**config.mk**
```make
export PLATFORM = sky130hd
export DESIGN_NAME = sdram_wr_burst
export DESIGN_NICKNAME = d
export VERILOG_FILES = /design/src/rtl/sdram_pkg.sv /design/src/rtl/sdram_wr_burst_seg_calc.sv /design/src/rtl/sdram_wr_burst.sv
export SDC_FILE = /design/constraint.sdc
export NUM_CORES = 1
export LEC_CHECK = 0
export ABC_AREA = 0
export CORE_MARGIN = 3
export CORE_UTILIZATION = 51
export CTS_CLUSTER_DIAMETER = 40
export DETAILED_ROUTE_END_ITERATION = 8
export GPL_TIMING_DRIVEN = 0
export PLACE_DENSITY = 0.84
export SYNTH_ARGS = -nofsm -noshare
export SYNTH_HDL_FRONTEND = slang
export SYNTH_SLANG_ARGS = --single-unit
```
**constraint.sdc**
```tcl
create_clock -name wr_clk -period 3.3 [get_ports wr_clk]
set_input_delay 0.66 -clock wr_clk [delete_from_list [all_inputs] [get_ports wr_clk]]
set_output_delay 0.66 -clock wr_clk [all_outputs]
set_load 0.005 [all_outputs]
```
**src/rtl/sdram_pkg.sv**
```systemverilog
// sdram_pkg: command codes, FSM state encoding and default timing for the
// SDRAM write-burst engine.
package sdram_pkg;

    // {CS,RAS,CAS,WE}
    localparam logic [3:0] CMD_NOP        = 4'b0111;
    localparam logic [3:0] CMD_PRECHARGE  = 4'b0010;
    localparam logic [3:0] CMD_ACTIVE     = 4'b0011;
    localparam logic [3:0] CMD_WRITE      = 4'b0100;
    localparam logic [3:0] CMD_BURST_STOP = 4'b0110;

    typedef enum logic [3:0] {
        ST_IDLE   = 4'd0,
        ST_ACT    = 4'd1,
        ST_TRCD   = 4'd2,
        ST_WR_CMD = 4'd3,
        ST_DATA   = 4'd4,
        ST_TWR    = 4'd5,
        ST_PRE    = 4'd6,
        ST_TRP    = 4'd7,
        ST_END    = 4'd8
    } state_e;

    localparam int DEF_TRCD = 2;
    localparam int DEF_TWR  = 2;
    localparam int DEF_TRP  = 2;

endpackage

```
**src/rtl/sdram_wr_burst_seg_calc.sv**
```systemverilog
// sdram_seg_calc: combinational segment length and next {bank,row}.
// With SDRAM_WR_PAGE_SPLIT_EN defined a segment stops at the end of the
// open page; otherwise the whole remaining length is one segment and the
// SDRAM's native full-page column wrap applies.
module sdram_seg_calc import sdram_pkg::*; #(
    parameter int BANK_W = 2,
    parameter int ROW_W  = 13,
    parameter int COL_W  = 9,
    parameter int LEN_W  = 10
) (
    input  logic [COL_W-1:0]        col_i,
    input  logic [LEN_W-1:0]        rem_i,
    input  logic [BANK_W+ROW_W-1:0] br_i,
    output logic [LEN_W-1:0]        seg_len_o,
    output logic [BANK_W+ROW_W-1:0] br_next_o
);

`ifdef SDRAM_WR_PAGE_SPLIT_EN
    // Words left before the page boundary; one bit wider so a full page fits.
    logic [LEN_W:0] room;
    assign room      = (LEN_W+1)'(2**COL_W) - (LEN_W+1)'(col_i);
    assign seg_len_o = ({1'b0, rem_i} < room) ? rem_i : room[LEN_W-1:0];
`else
    logic unused_col;
    assign unused_col = ^col_i;
    assign seg_len_o  = rem_i;
`endif

    // Row overflow carries into bank; all-ones wraps to zero.
    assign br_next_o = br_i + (BANK_W+ROW_W)'(1);

endmodule

```
**src/rtl/sdram_wr_burst.sv**
```systemverilog
// sdram_wr_burst: SDRAM write-burst engine. Opens a row, issues WRITE,
// streams wr_data on wr_ack, terminates with BURST_STOP, then precharges.
// Optional macro SDRAM_WR_PAGE_SPLIT_EN splits page-crossing bursts into
// per-row segments (see sdram_seg_calc).
module sdram_wr_burst import sdram_pkg::*; #(
    parameter int DATA_W = 16,
    parameter int BANK_W = 2,
    parameter int ROW_W  = 13,
    parameter int COL_W  = 9,
    parameter int LEN_W  = 10,
    parameter int TRCD   = DEF_TRCD,
    parameter int TWR    = DEF_TWR,
    parameter int TRP    = DEF_TRP
) (
    input  logic                          wr_clk,
    input  logic                          wr_rst_n,
    input  logic                          init_end,
    input  logic                          wr_en,
    input  logic [BANK_W+ROW_W+COL_W-1:0] wr_addr,
    input  logic [LEN_W-1:0]              wr_burst_len,
    input  logic [DATA_W-1:0]             wr_data,
    output logic                          wr_ack,
    output logic                          wr_end,
    output logic [3:0]                    wr_sdram_cmd,
    output logic [BANK_W-1:0]             wr_sdram_bank,
    output logic [ROW_W-1:0]              wr_sdram_addr,
    output logic                          wr_sdram_en,
    output logic [DATA_W-1:0]             wr_sdram_data
);

    localparam int BR_W = BANK_W + ROW_W;

    state_e              state_q;
    logic [LEN_W-1:0]    cnt_q;
    logic [LEN_W-1:0]    rem_q;
    logic [BR_W-1:0]     br_q;
    logic [COL_W-1:0]    col_q;
    logic [3:0]          cmd_q;
    logic [BANK_W-1:0]   ba_q;
    logic [ROW_W-1:0]    addr_q;
    logic                en_q;

    logic [LEN_W-1:0]    seg_len;
    logic [BR_W-1:0]     br_next;
    logic [LEN_W:0]      cnt_p1;
    logic                last_data;

    sdram_seg_calc #(
        .BANK_W (BANK_W),
        .ROW_W  (ROW_W),
        .COL_W  (COL_W),
        .LEN_W  (LEN_W)
    ) u_seg_calc (
        .col_i     (col_q),
        .rem_i     (rem_q),
        .br_i      (br_q),
        .seg_len_o (seg_len),
        .br_next_o (br_next)
    );

    assign cnt_p1    = {1'b0, cnt_q} + (LEN_W+1)'(1);
    assign last_data = (cnt_q == seg_len - LEN_W'(1));

    // One ack in WR_CMD plus seg_len-1 in DATA: the word for each ack is
    // on wr_data the following cycle, aligned with wr_sdram_en.
    assign wr_ack = (state_q == ST_WR_CMD) ||
                    ((state_q == ST_DATA) && (cnt_p1 < {1'b0, seg_len}));
    assign wr_end = (state_q == ST_END);

    assign wr_sdram_cmd  = cmd_q;
    assign wr_sdram_bank = ba_q;
    assign wr_sdram_addr = addr_q;
    assign wr_sdram_en   = en_q;
    assign wr_sdram_data = en_q ? wr_data : '0;

    // Sequencer; command bus is registered from the current state.
    always_ff @(posedge wr_clk or negedge wr_rst_n) begin
        if (!wr_rst_n) begin
            state_q <= ST_IDLE;
            cnt_q   <= '0;
            rem_q   <= '0;
            br_q    <= '0;
            col_q   <= '0;
            cmd_q   <= CMD_NOP;
            ba_q    <= '1;
            addr_q  <= '1;
            en_q    <= 1'b0;
        end else begin
            en_q   <= wr_ack;
            cmd_q  <= CMD_NOP;
            ba_q   <= '1;
            addr_q <= '1;
            case (state_q)
                ST_IDLE: begin
                    if (init_end && wr_en && (wr_burst_len != '0)) begin
                        br_q    <= wr_addr[BR_W+COL_W-1:COL_W];
                        col_q   <= wr_addr[COL_W-1:0];
                        rem_q   <= wr_burst_len;
                        state_q <= ST_ACT;
                    end
                end
                ST_ACT: begin
                    cmd_q   <= CMD_ACTIVE;
                    ba_q    <= br_q[BR_W-1:ROW_W];
                    addr_q  <= br_q[ROW_W-1:0];
                    cnt_q   <= '0;
                    state_q <= ST_TRCD;
                end
                ST_TRCD: begin
                    if (cnt_q == LEN_W'(TRCD-1)) begin
                        cnt_q   <= '0;
                        state_q <= ST_WR_CMD;
                    end else begin
                        cnt_q <= cnt_p1[LEN_W-1:0];
                    end
                end
                ST_WR_CMD: begin
                    cmd_q   <= CMD_WRITE;
                    ba_q    <= br_q[BR_W-1:ROW_W];
                    addr_q  <= ROW_W'(col_q);
                    cnt_q   <= '0;
                    state_q <= ST_DATA;
                end
                ST_DATA: begin
                    if (last_data) begin
                        cmd_q   <= CMD_BURST_STOP;
                        rem_q   <= rem_q - seg_len;
                        cnt_q   <= '0;
                        state_q <= ST_TWR;
                    end else begin
                        cnt_q <= cnt_p1[LEN_W-1:0];
                    end
                end
                ST_TWR: begin
                    if (cnt_q == LEN_W'(TWR-1)) begin
                        cnt_q   <= '0;
                        state_q <= ST_PRE;
                    end else begin
                        cnt_q <= cnt_p1[LEN_W-1:0];
                    end
                end
                ST_PRE: begin
                    cmd_q      <= CMD_PRECHARGE;
                    ba_q       <= br_q[BR_W-1:ROW_W];
                    addr_q     <= '0;
                    addr_q[10] <= 1'b1;
                    cnt_q      <= '0;
                    state_q    <= ST_TRP;
                end
                ST_TRP: begin
                    if (cnt_q == LEN_W'(TRP-1)) begin
                        cnt_q <= '0;
                        if (rem_q != '0) begin
                            br_q    <= br_next;
                            col_q   <= '0;
                            state_q <= ST_ACT;
                        end else begin
                            state_q <= ST_END;
                        end
                    end else begin
                        cnt_q <= cnt_p1[LEN_W-1:0];
                    end
                end
                ST_END:  state_q <= ST_IDLE;
                default: state_q <= ST_IDLE;
            endcase
        end
    end

endmodule

```
==> metrics.md <==
| Metric | Value |
|---|---|
| Outcome | finished, final reports clean |
| Syn nets | between 500 and 600 |
| Crit path launch type | flip-flop |
| Fillers | slightly below 600 |
| Worst path max stage delay | about 0.47 ns |
| Post-synth cell types | 61 |
| Crit path from | cnt_q[0]$_DFFE_PN0P_ |
| Final Util | 0.6981 |
| Synth-to-layout area growth | 32.05% |
| Final Hold Viols | 0 |
| Starting Density | 0.5287 |
| Final Cycle Share | 0.9628 |
| Xor/xnor share of the synthesized area | 0.04479 |
| Clock network fraction of total power | 0.170 |
| CTS Buf Count | 9 |
| Worst skew pair latency | 0.36 ns |
| CP Max Fanout | 4 |
| Fin crit period | roughly 3.2 ns |
| Worst vdd ir | about 0.00043 V |
| Num Clock Sinks | 67 |
| Mapped Area | 4106 sq um |
| Die height | ~96 um |
| Main combinational cell family by area after synthesis | simple AND/OR/NAND/NOR gates |
| Final setup viols | 0 |
| CP Cell Sequence | ha_4 > and3_4 > and3_4 > and3_1 > xor2_2 > ha_1 > and3_1 > a21oi_2 > buf_2 |
| Main synth FF type | dfrtp_1 |
| Simple-gate area share of the yosys netlist | 0.2459 |
| Rows | 32 |
| Comb pwr share | 0.487 |
| DR vias/cell | about 5.6 |
| Mux contribution to synthesized area | 0.02468 |
| Post-Synth Adder-Cell Area | 0.04266 |
| Hold-fix buffers at CTS | 0 |
| Final Max Tran Viols | 0 |
| Drt initial violations | ~200 |
| Die ar. | 9164 sq um |
| Slowest stage cell, crit path | dfrtp_2 |
| Tightest Pin Transition | 0.9896 ns |
| Clock tree root driver cell | clkbuf_8 |
| Global-route wire length before repair | between 15 and 20 mm |
| Share of layout cells above drive strength 1 | 0.1299 |
| CTS clock-pin slew for the worst setup and hold paths | ~0.08 ns |
| Critical Path End Type | output port |
| Syn_area_per_cell | ~8.6 sq um |
| H-tree depth | 3 |
| Worst r2r src | rem_q[1]$_DFFE_PN0P_ |
| Fmax achieved | approximately 310 MHz |
| Via count | about 3900 |
| CTS tree | done |
| Drt wl/cell | roughly 15 um |
| Setup TNS | 0 ns |
| Hold Path Class | input pin to asynchronous set/reset pin |
| Number of global-route vias before repair | 3649 |
| FFs w/ async S/R, synth | 1.000 |
| Core area | roughly 7800 sq um |
| Setup Skew | around 0.0096 ns |
| Post-synthesis compound-gate area fraction | 0.1749 |
| Slew headroom | 0.3352 |
| Cells after Synth | roughly 480 |
| DRT Pass-1 Iters | 5 |
| Critical Path AT | about 2.5 ns |
| GP Congestion | 0.8900 |
| RSZ-0062 raised after global routing | no |
| Sw Ratio | 0.3966 |
| Sequential cell area fraction in the yosys report | 0.4138 |
| Post-Place Cell Area | 5132 sq um |
| Nets | 648 |
| Fin area | ~5400 sq um |
| Internal power | roughly 2.7 mW |
| Overall Global Routing Usage | 0.2391 |
| IO Port Bufs | 90 |
| Die Wd | ~96 um |
| Yosys Warn Count | 0 |
| #FFs+latches synth | 67 |
| Largest net degree at the start of global routing | 68 |
| Inserted Diodes | 0 |
| Seq pwr share | 0.343 |
| Remaining DRCs | 0 |
| Ports | between 90 and 100 |
| Post-synth EDFFs | 0 |
| Power density cells | roughly 820 nW/um^2 |
| Min Hold Slack | a little under 0.4 ns |
| Routed Antenna Nets | 0 |
| Psw | around 1.8 mW |
| Global route overflow | 0 |
| Max Cap Violations | 0 |
| Req. time, crit path | around 2.6 ns |
| Dpl hpwl | slightly below 8 mm |
| Pleak | ~2.3 nW |
| Final WL | 10.53 mm |
| CTS Buffer Depth | 2 |
| Crit Path Category | flip-flop to output port |
| Antenna violations before repair | 0 |
power groups by stage:
stage                     logic (mW)  registers, mW  clock network (mW)
after floorplan                 1.40           1.45                   0
after global placement          2.04           1.50                   0
after detailed placement        2.11           1.51                   0
after CTS                       2.15           1.51               0.760
after global routing            2.43           1.58               0.802
final                           2.17           1.53               0.756
repair_timing:
item / in CTS / in global routing
setup buffers: 4 / 1
pin swaps: 1 / 1
cloned: 0 / 0
gates resized for setup: 9 / 7
endpoints found under the setup margin: 1 / 1
routing by layer:
layer  vias to the layer above  GRT usage  part of all wire
met5                         -          0                 0
met1                      1788     0.3253              0.43
li1                       1866          -                 -
met3                        24    0.05551             0.085
met2                       174     0.3717              0.46
met4                         0    0.09005             0.025
logic make-up after synthesis:
family / Yosys count
AO/OA/AOI/OAI: 112
XOR/XNOR: 21
adder cells (fa/ha/maj): 14
buffers and inverters: 50
flip-flops: 67
multiplexers: 10
other: 1
AND/OR/NAND/NOR: 202
worst paths after layout:
| kind | to | slack (ns) | cells after the start |
|---|---|---|---|
| worst max-delay path | wr_ack | 0.12 | 9 |
| worst min-delay path | col_q[0]$_DFFE_PN0P_ | 0.39 | 1 |
| worst max register to register | rem_q[7]$_DFFE_PN0P_ | 0.46 | 9 |
| worst min register to register | col_q[5]$_DFFE_PN0P_ | 0.47 | 2 |
| max in group asynchronous | cnt_q[1]$_DFFE_PN0P_ | 2.33 | 1 |
| min in group wr_clk | col_q[5]$_DFFE_PN0P_ | 0.47 | 2 |
flip-flops by register name, summed over array words and instances (netlist names):
register	cells
br_q	15
cnt_q	10
col_q	9
wr_sdram_en	1
wr_sdram_addr	13
wr_sdram_bank	2
rem_q	10
wr_sdram_cmd	3
state_q	4
cells in the mapped netlist, types with 2 or more instances:
master / instances / area share
o22a_1: 2 / 0.0043
nor2_2: 3 / 0.0046
clkbuf_1: 21 / 0.019
a21o_1: 11 / 0.020
dfrtp_1: 49 / 0.30
o211ai_1: 2 / 0.0037
a31oi_1: 3 / 0.0046
xor2_1: 8 / 0.017
or3_1: 3 / 0.0046
ha_1: 14 / 0.043
inv_1: 19 / 0.017
a311oi_1: 2 / 0.0043
nor2_1: 30 / 0.027
and2_1: 20 / 0.030
nand2_1: 75 / 0.069
nor3_1: 11 / 0.013
buf_2: 7 / 0.0085
nor3b_1: 2 / 0.0037
nand2b_1: 4 / 0.0061
o22ai_1: 7 / 0.011
nand4_1: 2 / 0.0030
dfstp_2: 18 / 0.12
nor4_1: 3 / 0.0046
or4_1: 4 / 0.0073
and3_1: 6 / 0.0091
buf_6: 2 / 0.0055
mux2i_1: 9 / 0.022
a22o_1: 2 / 0.0043
xnor2_1: 13 / 0.028
nand3_1: 24 / 0.029
o31ai_1: 11 / 0.020
o21ai_0: 26 / 0.032
a21oi_1: 34 / 0.041
nor2b_1: 3 / 0.0046
stage by stage:
| step | power (mW) | setup WS, ns | instances |
|---|---|---|---|
| after floorplan | 2.841 | 0.6260 | 477 |
| after global placement | 3.543 | -0.5365 | 669 |
| after detailed placement | 3.622 | -0.1783 | 669 |
| after CTS | 4.420 | 0.001479 | 686 |
| after global routing | 4.811 | 0.03597 | 687 |
| final | 4.454 | 0.1228 | 687 |
final cells by class:
cell class	count	area (sq um)	area share
Clock buffer	10	127.6	0.02353
Inverter	19	71.32	0.01315
Clock inverter	6	88.84	0.01638
Sequential cell	67	1703	0.3140
Tap cell	102	127.6	0.02353
Timing Repair Buffer	95	930.9	0.1717
Buffer	28	132.6	0.02446
Multi-Input combinational cell	360	2241	0.4132
worst max-delay path: cells and delay by family, from the launching register on:
kind	cells	cell delay [ns]
and+or+nand+nor	4	0.74
adders and majority gates	2	0.47
DFF	1	0.47
buffers and inverters	1	0.14
xor gates and xnor gates	1	0.16
AOI/OAI and AO/OA	1	0.16
cells in the final DEF, fill, tap and decap left out, types with 3 or more instances in the layout:
cell type        count
o21ai_0             25
nand3_1             24
dfstp_2             18
o31ai_1             11
dfrtp_2              3
o22ai_1              7
and3_1               4
a21oi_1             33
a31oi_1              3
nand2b_1             4
ha_1                12
clkbuf_8             9
or4_1                4
dfrtp_1             46
buf_4                7
clkdlybuf4s50_1     88
nor2b_1              3
buf_2                8
nor3_1              11
nor2_2               4
clkbuf_1            19
xor2_1               7
or3_1                3
mux2i_1              9
xnor2_1             13
nand2_1             75
and2_1              20
inv_1               19
nor2_1              29
nor4_1               3
a21o_1              11
No activity file was read; power rests on OpenSTA's default activity.
